### config.mk
export PLATFORM = sky130hd
export DESIGN_NAME = uart_btn_cmd_arbiter_flat
export DESIGN_NICKNAME = d
export VERILOG_FILES = /design/src/rtl/uart_btn_cmd_arbiter_if.sv /design/src/rtl/uart_btn_cmd_arbiter.sv /design/src/flat_wrapper.sv
export SDC_FILE = /design/constraint.sdc
export NUM_CORES = 1
export LEC_CHECK = 0
export ABC_AREA = 1
export CAP_MARGIN = 25
export CORE_UTILIZATION = 48
export CTS_CLUSTER_SIZE = 24
export DETAILED_ROUTE_END_ITERATION = 12
export HOLD_SLACK_MARGIN = 0.03
export PLACE_DENSITY = 0.79
export SYNTH_ARGS = -nofsm -noshare
export SYNTH_HDL_FRONTEND = slang
export SYNTH_SLANG_ARGS = --single-unit
export TNS_END_PERCENT = 10
### constraint.sdc
create_clock -name clk -period 1.8 [get_ports clk]
set_input_delay 0.36 -clock clk [delete_from_list [all_inputs] [get_ports clk]]
set_output_delay 0.36 -clock clk [all_outputs]
set_load 0.1 [all_outputs]
### src/rtl/uart_btn_cmd_arbiter_if.sv
// ---------------------------------------------------------------------------
// uart_btn_cmd_arbiter_if
// Groups the command-source inputs (buttons, uart_rx) and the issued control
// pulses / echo outputs of uart_btn_cmd_arbiter into one bundle.
//   slave  : arbiter side (consumes i_*, drives o_*)
//   master : source/sink side (drives i_*, observes o_*)
// Signals:
//   i_rx_data[7:0], i_rx_done           : UART receive byte + strobe
//   i_btn_run/clear/mode/up/down        : debounced one-cycle button pulses
//   i_tx_busy                           : uart_tx busy (echo build only)
//   o_run_stop/o_clear/o_mode/o_up/o_down : issued one-cycle command pulses
//   o_err, o_overrun                    : bad byte / dropped byte pulses
//   o_tx_start, o_tx_data[7:0]          : echo strobe and byte
// ---------------------------------------------------------------------------
interface uart_btn_cmd_arbiter_if;
    logic [7:0] i_rx_data;
    logic       i_rx_done;
    logic       i_btn_run;
    logic       i_btn_clear;
    logic       i_btn_mode;
    logic       i_btn_up;
    logic       i_btn_down;
    logic       i_tx_busy;
    logic       o_run_stop;
    logic       o_clear;
    logic       o_mode;
    logic       o_up;
    logic       o_down;
    logic       o_err;
    logic       o_overrun;
    logic       o_tx_start;
    logic [7:0] o_tx_data;

    modport slave (
        input  i_rx_data, i_rx_done, i_btn_run, i_btn_clear, i_btn_mode,
               i_btn_up, i_btn_down, i_tx_busy,
        output o_run_stop, o_clear, o_mode, o_up, o_down, o_err, o_overrun,
               o_tx_start, o_tx_data
    );

    modport master (
        output i_rx_data, i_rx_done, i_btn_run, i_btn_clear, i_btn_mode,
               i_btn_up, i_btn_down, i_tx_busy,
        input  o_run_stop, o_clear, o_mode, o_up, o_down, o_err, o_overrun,
               o_tx_start, o_tx_data
    );
endinterface

### src/rtl/uart_btn_cmd_arbiter.sv
// ---------------------------------------------------------------------------
// uart_btn_cmd_arbiter
// Merges debounced button pulses and ASCII UART command bytes into a single
// stream of one-cycle control pulses, with LOCKOUT_CYCLES idle cycles forced
// after every issued pulse. Buttons always win over UART.
// Ports:
//   clk   : system clock
//   reset : asynchronous, active-low reset
//   bus   : uart_btn_cmd_arbiter_if.slave (sources in, command pulses out)
// Parameters:
//   LOCKOUT_CYCLES : idle cycles after each issued pulse (>= 1)
// Build option:
//   ECHO_ACK_EN : when defined, every UART-sourced command is echoed once on
//                 o_tx_start/o_tx_data after its lockout (waits out i_tx_busy).
//                 When undefined, o_tx_start/o_tx_data are 0, i_tx_busy ignored.
// Command one-hot bit order everywhere: {DOWN, UP, MODE, CLR, RUN}.
// ---------------------------------------------------------------------------
module uart_btn_cmd_arbiter #(
    parameter int LOCKOUT_CYCLES = 4
) (
    input  logic                   clk,
    input  logic                   reset,
    uart_btn_cmd_arbiter_if.slave  bus
);

    localparam int CNT_W = (LOCKOUT_CYCLES > 1) ? $clog2(LOCKOUT_CYCLES) : 1;
    localparam logic [CNT_W-1:0] CNT_LAST = CNT_W'(LOCKOUT_CYCLES - 1);

    typedef enum logic [1:0] {
        IDLE,
        ISSUE,
        HOLD
`ifdef ECHO_ACK_EN
        , ACK
`endif
    } state_t;

    // Case-insensitive decode: OR-ing 0x20 folds each upper-case command
    // letter onto its lower-case code and maps no other byte onto one.
    function automatic logic [4:0] decode(input logic [7:0] b);
        logic [7:0] lc;
        lc = b | 8'h20;
        case (lc)
            8'h72:   decode = 5'b00001;
            8'h63:   decode = 5'b00010;
            8'h6d:   decode = 5'b00100;
            8'h75:   decode = 5'b01000;
            8'h64:   decode = 5'b10000;
            default: decode = 5'b00000;
        endcase
    endfunction

    state_t           state, state_nxt;
    logic [4:0]       btn_in, btn_pend, pick_btn, rx_cmd;
    logic             any_btn, take, take_uart, rx_valid, slot_free;
    logic             slot_vld;
    logic [4:0]       slot_cmd;
    logic [7:0]       slot_byte;
    logic [4:0]       cur_cmd;
    logic             cur_uart;
    logic [7:0]       cur_byte;
    logic [CNT_W-1:0] cnt;
    logic             err, overrun, issue;

    assign btn_in    = {bus.i_btn_down, bus.i_btn_up, bus.i_btn_mode,
                        bus.i_btn_clear, bus.i_btn_run};
    assign any_btn   = |btn_pend;
    // Isolate the lowest set bit: RUN sits at bit 0, so it has top priority.
    assign pick_btn  = btn_pend & (~btn_pend + 5'd1);
    assign take_uart = take & ~any_btn;
    assign rx_cmd    = decode(bus.i_rx_data);
    assign rx_valid  = |rx_cmd;
    // The slot can accept a byte on the same edge that empties it.
    assign slot_free = ~slot_vld | take_uart;

`ifdef ECHO_ACK_EN
    logic       echo_fire;
    logic       tx_start;
    logic [7:0] tx_data;
`endif

    always_ff @(posedge clk or negedge reset) begin
        if (!reset) begin
            state <= IDLE;
        end else begin
            state <= state_nxt;
        end
    end

    always_comb begin
        state_nxt = state;
        take      = 1'b0;
`ifdef ECHO_ACK_EN
        echo_fire = 1'b0;
`endif
        case (state)
            IDLE: begin
                if (any_btn || slot_vld) begin
                    take      = 1'b1;
                    state_nxt = ISSUE;
                end
            end
            ISSUE: state_nxt = HOLD;
            HOLD: begin
                if (cnt == CNT_LAST) begin
`ifdef ECHO_ACK_EN
                    state_nxt = cur_uart ? ACK : IDLE;
`else
                    state_nxt = IDLE;
`endif
                end
            end
`ifdef ECHO_ACK_EN
            ACK: begin
                if (!bus.i_tx_busy) begin
                    echo_fire = 1'b1;
                    state_nxt = IDLE;
                end
            end
`endif
            default: state_nxt = IDLE;
        endcase
    end

    always_ff @(posedge clk or negedge reset) begin
        if (!reset) begin
            btn_pend  <= '0;
            slot_vld  <= 1'b0;
            slot_cmd  <= '0;
            slot_byte <= '0;
            cur_cmd   <= '0;
            cur_uart  <= 1'b0;
            cur_byte  <= '0;
            cnt       <= '0;
            err       <= 1'b0;
            overrun   <= 1'b0;
        end else begin
            // A new pulse on the consuming edge survives as a fresh request.
            btn_pend <= (btn_pend & ~(take ? pick_btn : 5'd0)) | btn_in;
            err      <= bus.i_rx_done & ~rx_valid;
            overrun  <= bus.i_rx_done & rx_valid & ~slot_free;
            if (bus.i_rx_done && rx_valid && slot_free) begin
                slot_vld  <= 1'b1;
                slot_cmd  <= rx_cmd;
                slot_byte <= bus.i_rx_data;
            end else if (take_uart) begin
                slot_vld  <= 1'b0;
            end
            if (take) begin
                cur_cmd  <= any_btn ? pick_btn : slot_cmd;
                cur_uart <= ~any_btn;
                cur_byte <= slot_byte;
            end
            if (state == ISSUE) begin
                cnt <= '0;
            end else if (state == HOLD) begin
                cnt <= cnt + 1'b1;
            end
        end
    end

    assign issue          = (state == ISSUE);
    assign bus.o_run_stop = issue & cur_cmd[0];
    assign bus.o_clear    = issue & cur_cmd[1];
    assign bus.o_mode     = issue & cur_cmd[2];
    assign bus.o_up       = issue & cur_cmd[3];
    assign bus.o_down     = issue & cur_cmd[4];
    assign bus.o_err      = err;
    assign bus.o_overrun  = overrun;

`ifdef ECHO_ACK_EN
    always_ff @(posedge clk or negedge reset) begin
        if (!reset) begin
            tx_start <= 1'b0;
            tx_data  <= '0;
        end else begin
            tx_start <= echo_fire;
            tx_data  <= echo_fire ? cur_byte : 8'h00;
        end
    end

    assign bus.o_tx_start = tx_start;
    assign bus.o_tx_data  = tx_data;
`else
    // Source tag, raw byte and tx busy only matter to the echo path.
    logic unused_echo;
    assign unused_echo    = ^{cur_uart, cur_byte, bus.i_tx_busy};
    assign bus.o_tx_start = 1'b0;
    assign bus.o_tx_data  = 8'h00;
`endif

endmodule
### src/flat_wrapper.sv
// flat-port wrapper written by rule: the top's interface ports become plain ports
module uart_btn_cmd_arbiter_flat 
#(
    parameter int LOCKOUT_CYCLES = 4
)
  (clk, reset, bus_i_rx_data, bus_i_rx_done, bus_i_btn_run, bus_i_btn_clear, bus_i_btn_mode, bus_i_btn_up, bus_i_btn_down, bus_i_tx_busy, bus_o_run_stop, bus_o_clear, bus_o_mode, bus_o_up, bus_o_down, bus_o_err, bus_o_overrun, bus_o_tx_start, bus_o_tx_data);
  uart_btn_cmd_arbiter_if bus_i ();
  input  logic clk;
  input  logic reset;
  input wire logic [$bits(bus_i.i_rx_data)-1:0] bus_i_rx_data;
  input wire logic [$bits(bus_i.i_rx_done)-1:0] bus_i_rx_done;
  input wire logic [$bits(bus_i.i_btn_run)-1:0] bus_i_btn_run;
  input wire logic [$bits(bus_i.i_btn_clear)-1:0] bus_i_btn_clear;
  input wire logic [$bits(bus_i.i_btn_mode)-1:0] bus_i_btn_mode;
  input wire logic [$bits(bus_i.i_btn_up)-1:0] bus_i_btn_up;
  input wire logic [$bits(bus_i.i_btn_down)-1:0] bus_i_btn_down;
  input wire logic [$bits(bus_i.i_tx_busy)-1:0] bus_i_tx_busy;
  output wire logic [$bits(bus_i.o_run_stop)-1:0] bus_o_run_stop;
  output wire logic [$bits(bus_i.o_clear)-1:0] bus_o_clear;
  output wire logic [$bits(bus_i.o_mode)-1:0] bus_o_mode;
  output wire logic [$bits(bus_i.o_up)-1:0] bus_o_up;
  output wire logic [$bits(bus_i.o_down)-1:0] bus_o_down;
  output wire logic [$bits(bus_i.o_err)-1:0] bus_o_err;
  output wire logic [$bits(bus_i.o_overrun)-1:0] bus_o_overrun;
  output wire logic [$bits(bus_i.o_tx_start)-1:0] bus_o_tx_start;
  output wire logic [$bits(bus_i.o_tx_data)-1:0] bus_o_tx_data;
  assign bus_i.i_rx_data = bus_i_rx_data;
  assign bus_i.i_rx_done = bus_i_rx_done;
  assign bus_i.i_btn_run = bus_i_btn_run;
  assign bus_i.i_btn_clear = bus_i_btn_clear;
  assign bus_i.i_btn_mode = bus_i_btn_mode;
  assign bus_i.i_btn_up = bus_i_btn_up;
  assign bus_i.i_btn_down = bus_i_btn_down;
  assign bus_i.i_tx_busy = bus_i_tx_busy;
  assign bus_o_run_stop = bus_i.o_run_stop;
  assign bus_o_clear = bus_i.o_clear;
  assign bus_o_mode = bus_i.o_mode;
  assign bus_o_up = bus_i.o_up;
  assign bus_o_down = bus_i.o_down;
  assign bus_o_err = bus_i.o_err;
  assign bus_o_overrun = bus_i.o_overrun;
  assign bus_o_tx_start = bus_i.o_tx_start;
  assign bus_o_tx_data = bus_i.o_tx_data;
  uart_btn_cmd_arbiter #(.LOCKOUT_CYCLES(LOCKOUT_CYCLES)) u_core (.clk(clk), .reset(reset), .bus(bus_i));
endmodule
# Yosys cells after proc, flatten, opt, wreduce, memory -nomap -nowiden
# Cells that the tools add are included.
totals:
  ff_bits: 22
  inputBits: 17
  output_inout_bits: 16
  word_cells: 60
op_classes:
  add_sub_neg: 2
  eq_ne: 10
  mux: 12
  bitwise: 19
  n_reduce_logical: 9
op_table:
  columns: ["operator", "n"]
  rows:
  - ["$eq A7 B6 Y1 const B", 5]
  - ["$pmux W5 S5", 1]
  - ["$and A5 B5 Y5", 2]
  - ["$mux W5", 2]
  - ["$not A5 Y5", 2]
  - ["$reduce_or A5 Y1", 2]
  - ["$and A1 B1 Y1", 9]
  - ["$mux W2", 4]
  - ["$pmux W2 S3", 1]
  - ["$add A5 B1 Y5 const B", 1]
  - ["$or A5 B5 Y5", 1]
  - ["$eq A2 B2 Y1 const B", 2]
  - ["$mux W1", 4]
  - ["$ne A2 B1 Y1 const B", 2]
  - ["$not A1 Y1", 4]
  - ["$reduce_bool A2 Y1", 2]
  - ["$add A2 B1 Y2 const B", 1]
  - ["$eq A2 B1 Y1 const B", 1]
  - ["$logic_and A1 B1 Y1", 2]
  - ["$logic_not A2 Y1", 1]
  - ["$reduce_and A2 Y1", 1]
  - ["$logic_or A1 B1 Y1", 1]
  - ["$or A1 B1 Y1", 1]

# Depth between registers and ports, before layout
# Gate-level depths: netlist of run 1.
depth:
  depth_word: 8
  mapped_depth: 10
  ltp_nobuf: 10

# Least setup slack after synthesis of run 1
# OpenSTA, ideal clock, no wires.
synth_path:
  path_kind: "register to output"
  from: "register u_core.state[1]"
  to: "output port bus_o_clear"
  arrival_ps: 1310
  required_time_ps: 1440
  setup_slack_ps: 130
  path_stages_with_launch: 5
  n_path_buf: 0
  path_cell_list: "dfrtp_1 -> inv_1 -> ha_1 -> nand2_1 -> inv_1"
synth_between:
  elab_chain_len: 2
synth_lines:
  columns: ["item", "line_no", "text"]
  rows:
  - ["from (decl)", "uart_btn_cmd_arbiter.sv:53", "state_t state, state_nxt;"]
  - ["from (signal assigned)", "uart_btn_cmd_arbiter.sv:86", "state <= state_nxt;"]
  - ["$eq A2 B1 Y1", "uart_btn_cmd_arbiter.sv:162", "assign issue = (state == ISSUE);"]
  - ["$and A1 B1 Y1", "uart_btn_cmd_arbiter.sv:164", "assign bus.o_clear = issue & cur_cmd[1];"]
  - ["to (decl)", "flat_wrapper.sv:19", "output wire logic [$bits(bus_i.o_clear)-1:0] bus_o_clear;"]
# Every way passes these cells.

# Worst setup path after layout of run 1
layout_path:
  from: "register u_core.state[1]"
  to: "output port bus_o_down"
layout_between:
  elab_chain_len: 2
layout_lines:
  columns: ["item", "line_no", "text"]
  rows:
  - ["$eq A2 B1 Y1", "uart_btn_cmd_arbiter.sv:162", null]
  - ["$and A1 B1 Y1", "uart_btn_cmd_arbiter.sv:167", "assign bus.o_down = issue & cur_cmd[4];"]
  - ["to (decl)", "flat_wrapper.sv:22", "output wire logic [$bits(bus_i.o_down)-1:0] bus_o_down;"]
# Every way passes these cells.

==> results by group, run 1 <==
Synthesis
  • Avg Inst Size Synth: 8.109 µm²
  • Flops & latches, synth: 22
  • Post-synthesis instance total: 158
  • Synth top area share: 42.97%
  • Number of library cell types mapped by synthesis: 26
  • Area of the mapped netlist: 0.001281 mm²
  • Largest cells by area after synthesis: sky130_fd_sc_hd__dfrtp_1 (43%), sky130_fd_sc_hd__nand2_1 (12%), sky130_fd_sc_hd__inv_1 (7.6%), sky130_fd_sc_hd__buf_4 (5.3%), sky130_fd_sc_hd__nor2_1 (4.4%)
  • Sequential element share of the synthesized area: 42.97%
  • Synth Warn #: 0
  • Largest area contributor in the netlist: sky130_fd_sc_hd__dfrtp_1

Global route
  • Number of antenna violations at the first check in global routing: 0
  • Maximum number of pins on one net before global-route repair: 23
  • Global-route wire length before repair: 3953 µm
  • Overall global routing resource usage: 19.12%
  • Via count of the first global-routing pass: 1,048
  • Overall overflow remaining after global route: 0

Critical path
  • Cell-by-cell trace of the critical path: inv_1, ha_4, nand2_1, inv_1, buf_12
  • WS Path Type: flip-flop to output pin
  • Cell type of the slowest stage on the worst timing path: sky130_fd_sc_hd__dfrtp_1
  • Critical Path Source Type: flip-flop
  • Family of cells with the greatest summed delay on the critical path: flip-flops
  • CP Max Fanout: 6
  • Stage delay of the slowest cell on the critical path: 0.42 ns
  • CP Capture Type: output pin
  • Worst-case reg-to-reg path depth: 7
  • Number of buffers and inverters on the critical path: 3
  • Setup slack on the worst flop-to-flop path: 0.24 ns
  • Cell repeated most along the worst path: sky130_fd_sc_hd__inv_1
  • Total number of cells along the worst setup path: 5
  • Data arrival time of the critical path: 1.33 ns
  • Required @ worst endpoint: 1.44 ns

Layout
  • Multi-input gate area: 596.8 µm²
  • Commonest non-fill, non-tap cell in the layout: sky130_fd_sc_hd__nand2_1
  • Final std cells w/o fill: 212
  • Most frequent cells in the layout: sky130_fd_sc_hd__nand2_1 (40), sky130_fd_sc_hd__inv_1 (26), sky130_fd_sc_hd__dfrtp_1 (22)
  • Relative area change from synthesis to final layout: 25.88%
  • Layout Nets: 204
  • Share of cells above drive strength 1: 15.38%
  • Total inserted antenna cells: 0
  • Fillers: 211
  • Final design instance area without fill: 0.001613 mm²
  • Register cell area after layout: 550.5 µm²

Drt
  • Detailed-route wire length per cell: 10.78 µm
  • Via density per instance: 4.953
  • ANT nets after route: 0
  • Post-detailed-routing wire length: 2286 µm
  • Number of vias after detailed routing: 1,050
  • First-iteration detailed-routing DRC count: 26
  • Detailed Routing Iterations Pass 1: 4
  • Residual DRC: 0

CTS
  • Clock buffers created by TritonCTS: 3
  • Clk Latency, worst-skew pair: 0.31 ns
  • Number of clock sinks: 22
  • Clock tree from TritonCTS: built
  • Clk pin slew, worst setup/hold paths: 0.11 ns
  • Maximum level of the CTS H-tree: 1
  • CTS Root Cell: sky130_fd_sc_hd__clkbuf_4
  • Clock buffer depth: 2

Timing
  • Highest achievable clock rate: 591.0 MHz
  • RSZ-0062 raised after global routing: no
  • Fin Clk Skew: 0.0008675 ns
  • Final-report max-slew violation count: 0
  • Final Hold Viols: 0
  • Final hold slack: 0.3720 ns
  • Post-layout minimum cycle time: 1.692 ns
  • Worst-case setup margin in the final layout: 0.1081 ns
  • Final setup violating endpoints: 0
  • Tcrit/Tclk final: 94.00%
  • Setup TNS: 0 ns

Die
  • Chip width: 53.67 µm
  • Io pins: 33
  • Area of the core region: 0.002500 mm²
  • Initial cell density of the core: 51.25%
  • Site row count: 18
  • Area enclosed by the die boundary: 0.002880 mm²
  • Die Span Y: 53.67 µm

Place
  • Cells after DPL: 208
  • Final Wtd Congestion: 0.8574
  • Worst-case setup slack after placement: -0.06407 ns
  • Port-buffer cells: 21
  • Post-detail-place hpwl: 1860 µm
  • Total placed instance area: 0.001564 mm²

Job
  • Max-capacitance violation count: 0

Pwr
  • Worst vdd rail ir drop: 413.0 µV
  • Ratio of total power to cell area: 585.6 mW/mm²
  • P_leak: 0.8741 nW

Min path
  • Class of the tightest hold or removal check: input pin to asynchronous set/reset pin

Outcome
  • Outcome: finished, final reports clean
==> kinds of logic after synthesis <==
kind of cell               share of synthesized area (%)
DFF                                                42.97
buffers and inverters                              13.77
AOI/OAI and AO/OA                                  7.227
other                                             0.2927
and+or+nand+nor                                    31.84
adders and majority gates                          3.906
==> cell usage after synthesis <==
library cell / instances
sky130_fd_sc_hd__o21bai_1: 2
sky130_fd_sc_hd__nand3_1: 7
sky130_fd_sc_hd__nand4_2: 1
sky130_fd_sc_hd__a21oi_1: 4
sky130_fd_sc_hd__inv_1: 26
sky130_fd_sc_hd__nor2_1: 15
sky130_fd_sc_hd__ha_1: 4
sky130_fd_sc_hd__nand3b_1: 1
sky130_fd_sc_hd__nand2_4: 2
sky130_fd_sc_hd__o22ai_2: 1
sky130_fd_sc_hd__nor2_2: 1
sky130_fd_sc_hd__nand3_4: 1
sky130_fd_sc_hd__o21ai_0: 4
sky130_fd_sc_hd__nand2_1: 40
sky130_fd_sc_hd__nand4_1: 5
sky130_fd_sc_hd__nor2_4: 2
sky130_fd_sc_hd__buf_4: 9
sky130_fd_sc_hd__buf_2: 1
sky130_fd_sc_hd__nor3_1: 2
sky130_fd_sc_hd__conb_1: 1
sky130_fd_sc_hd__nand2_2: 1
sky130_fd_sc_hd__inv_4: 1
sky130_fd_sc_hd__a21o_2: 1
sky130_fd_sc_hd__dfrtp_1: 22
sky130_fd_sc_hd__nand3_2: 3
sky130_fd_sc_hd__o21ai_4: 1
==> final timing paths <==
kind                                     from                 end
min in group clk           u_core.slot_cmd[3]  u_core.slot_cmd[3]
hold / removal                          reset   u_core.cur_cmd[1]
hold reg to reg            u_core.slot_cmd[3]  u_core.slot_cmd[3]
setup / recovery              u_core.state[1]          bus_o_down
setup reg to reg              u_core.state[0]  u_core.slot_cmd[1]
max in group asynchronous               reset       u_core.cnt[1]
==> sequential cells by signal (all words and copies together), names as in the netlist <==
register	flops
u_core.btn_pend	5
u_core.cur_cmd	5
u_core.slot_cmd	5
u_core.slot_vld	1
u_core.state	2
u_core.bus.o_err	1
u_core.bus.o_overrun	1
u_core.cnt	2
==> per-layer routing <==
layer | wire [µm] | global-route usage (%) | share of wire, % | vias up
met5 | 0 | 0 | 0 | -
met4 | 52 | 9.211 | 2.3 | 0
met3 | 89 | 2.542 | 3.9 | 5
met2 | 1225 | 38.27 | 54 | 29
met1 | 919 | 18.65 | 40 | 493
li1 | - | - | - | 523
==> power breakdown <==
part	internal, W	leakage (nW)	switching, W	total (W)
registers	0.000497	0.268	0.00000389	0.000501
logic	0.0000448	0.586	0.000130	0.000175
clock network	0.000124	0.0210	0.000144	0.000268
==> worst reg2reg max path, delay by kind of cell, from the launching register on <==
family | cells | cell delay [ns]
buffers and inverters | 2 | 0.25
DFF | 1 | 0.44
adders and majority gates | 1 | 0.22
and+or+nand+nor | 3 | 0.26
AOI/OAI and AO/OA | 1 | 0.30
==> stage by stage <==
stage	utilization, %	power (W)
2_1_floorplan	-	0.0006435
3_3_place_gp	62.56	0.0006834
3_5_place_dp	62.56	0.0006867
4_1_cts	64.01	0.0009529
5_1_grt	64.51	0.0009730
6_report	64.51	0.0009445
==> layout make-up <==
cell class	count	area share [%]
Tap cell	30	2.327
Inverter	27	6.439
Sequential cell	22	34.13
Multi-Input combinational cell	107	37.01
Timing Repair Buffer	22	17.84
Clock buffer	4	2.250
==> what timing repair did <==
item,in CTS,in global routing
gates resized for setup,0,2
endpoints found under the setup margin,0,5
setup buffers,0,0
hold buffers,0,0
Note: power is estimated with default switching activity, not from simulation.
==> run 2: changes to the inputs <==
--- a/config.mk
+++ b/config.mk
@@ -12,6 +12,7 @@
 export DETAILED_ROUTE_END_ITERATION = 12
 export HOLD_SLACK_MARGIN = 0.03
 export PLACE_DENSITY = 0.79
+export SLEW_MARGIN = 20
 export SYNTH_ARGS = -nofsm -noshare
 export SYNTH_HDL_FRONTEND = slang
 export SYNTH_SLANG_ARGS = --single-unit
==> results of run 2 <==
Same layout as run 1: the final DEF is identical, and so are final timing and power.
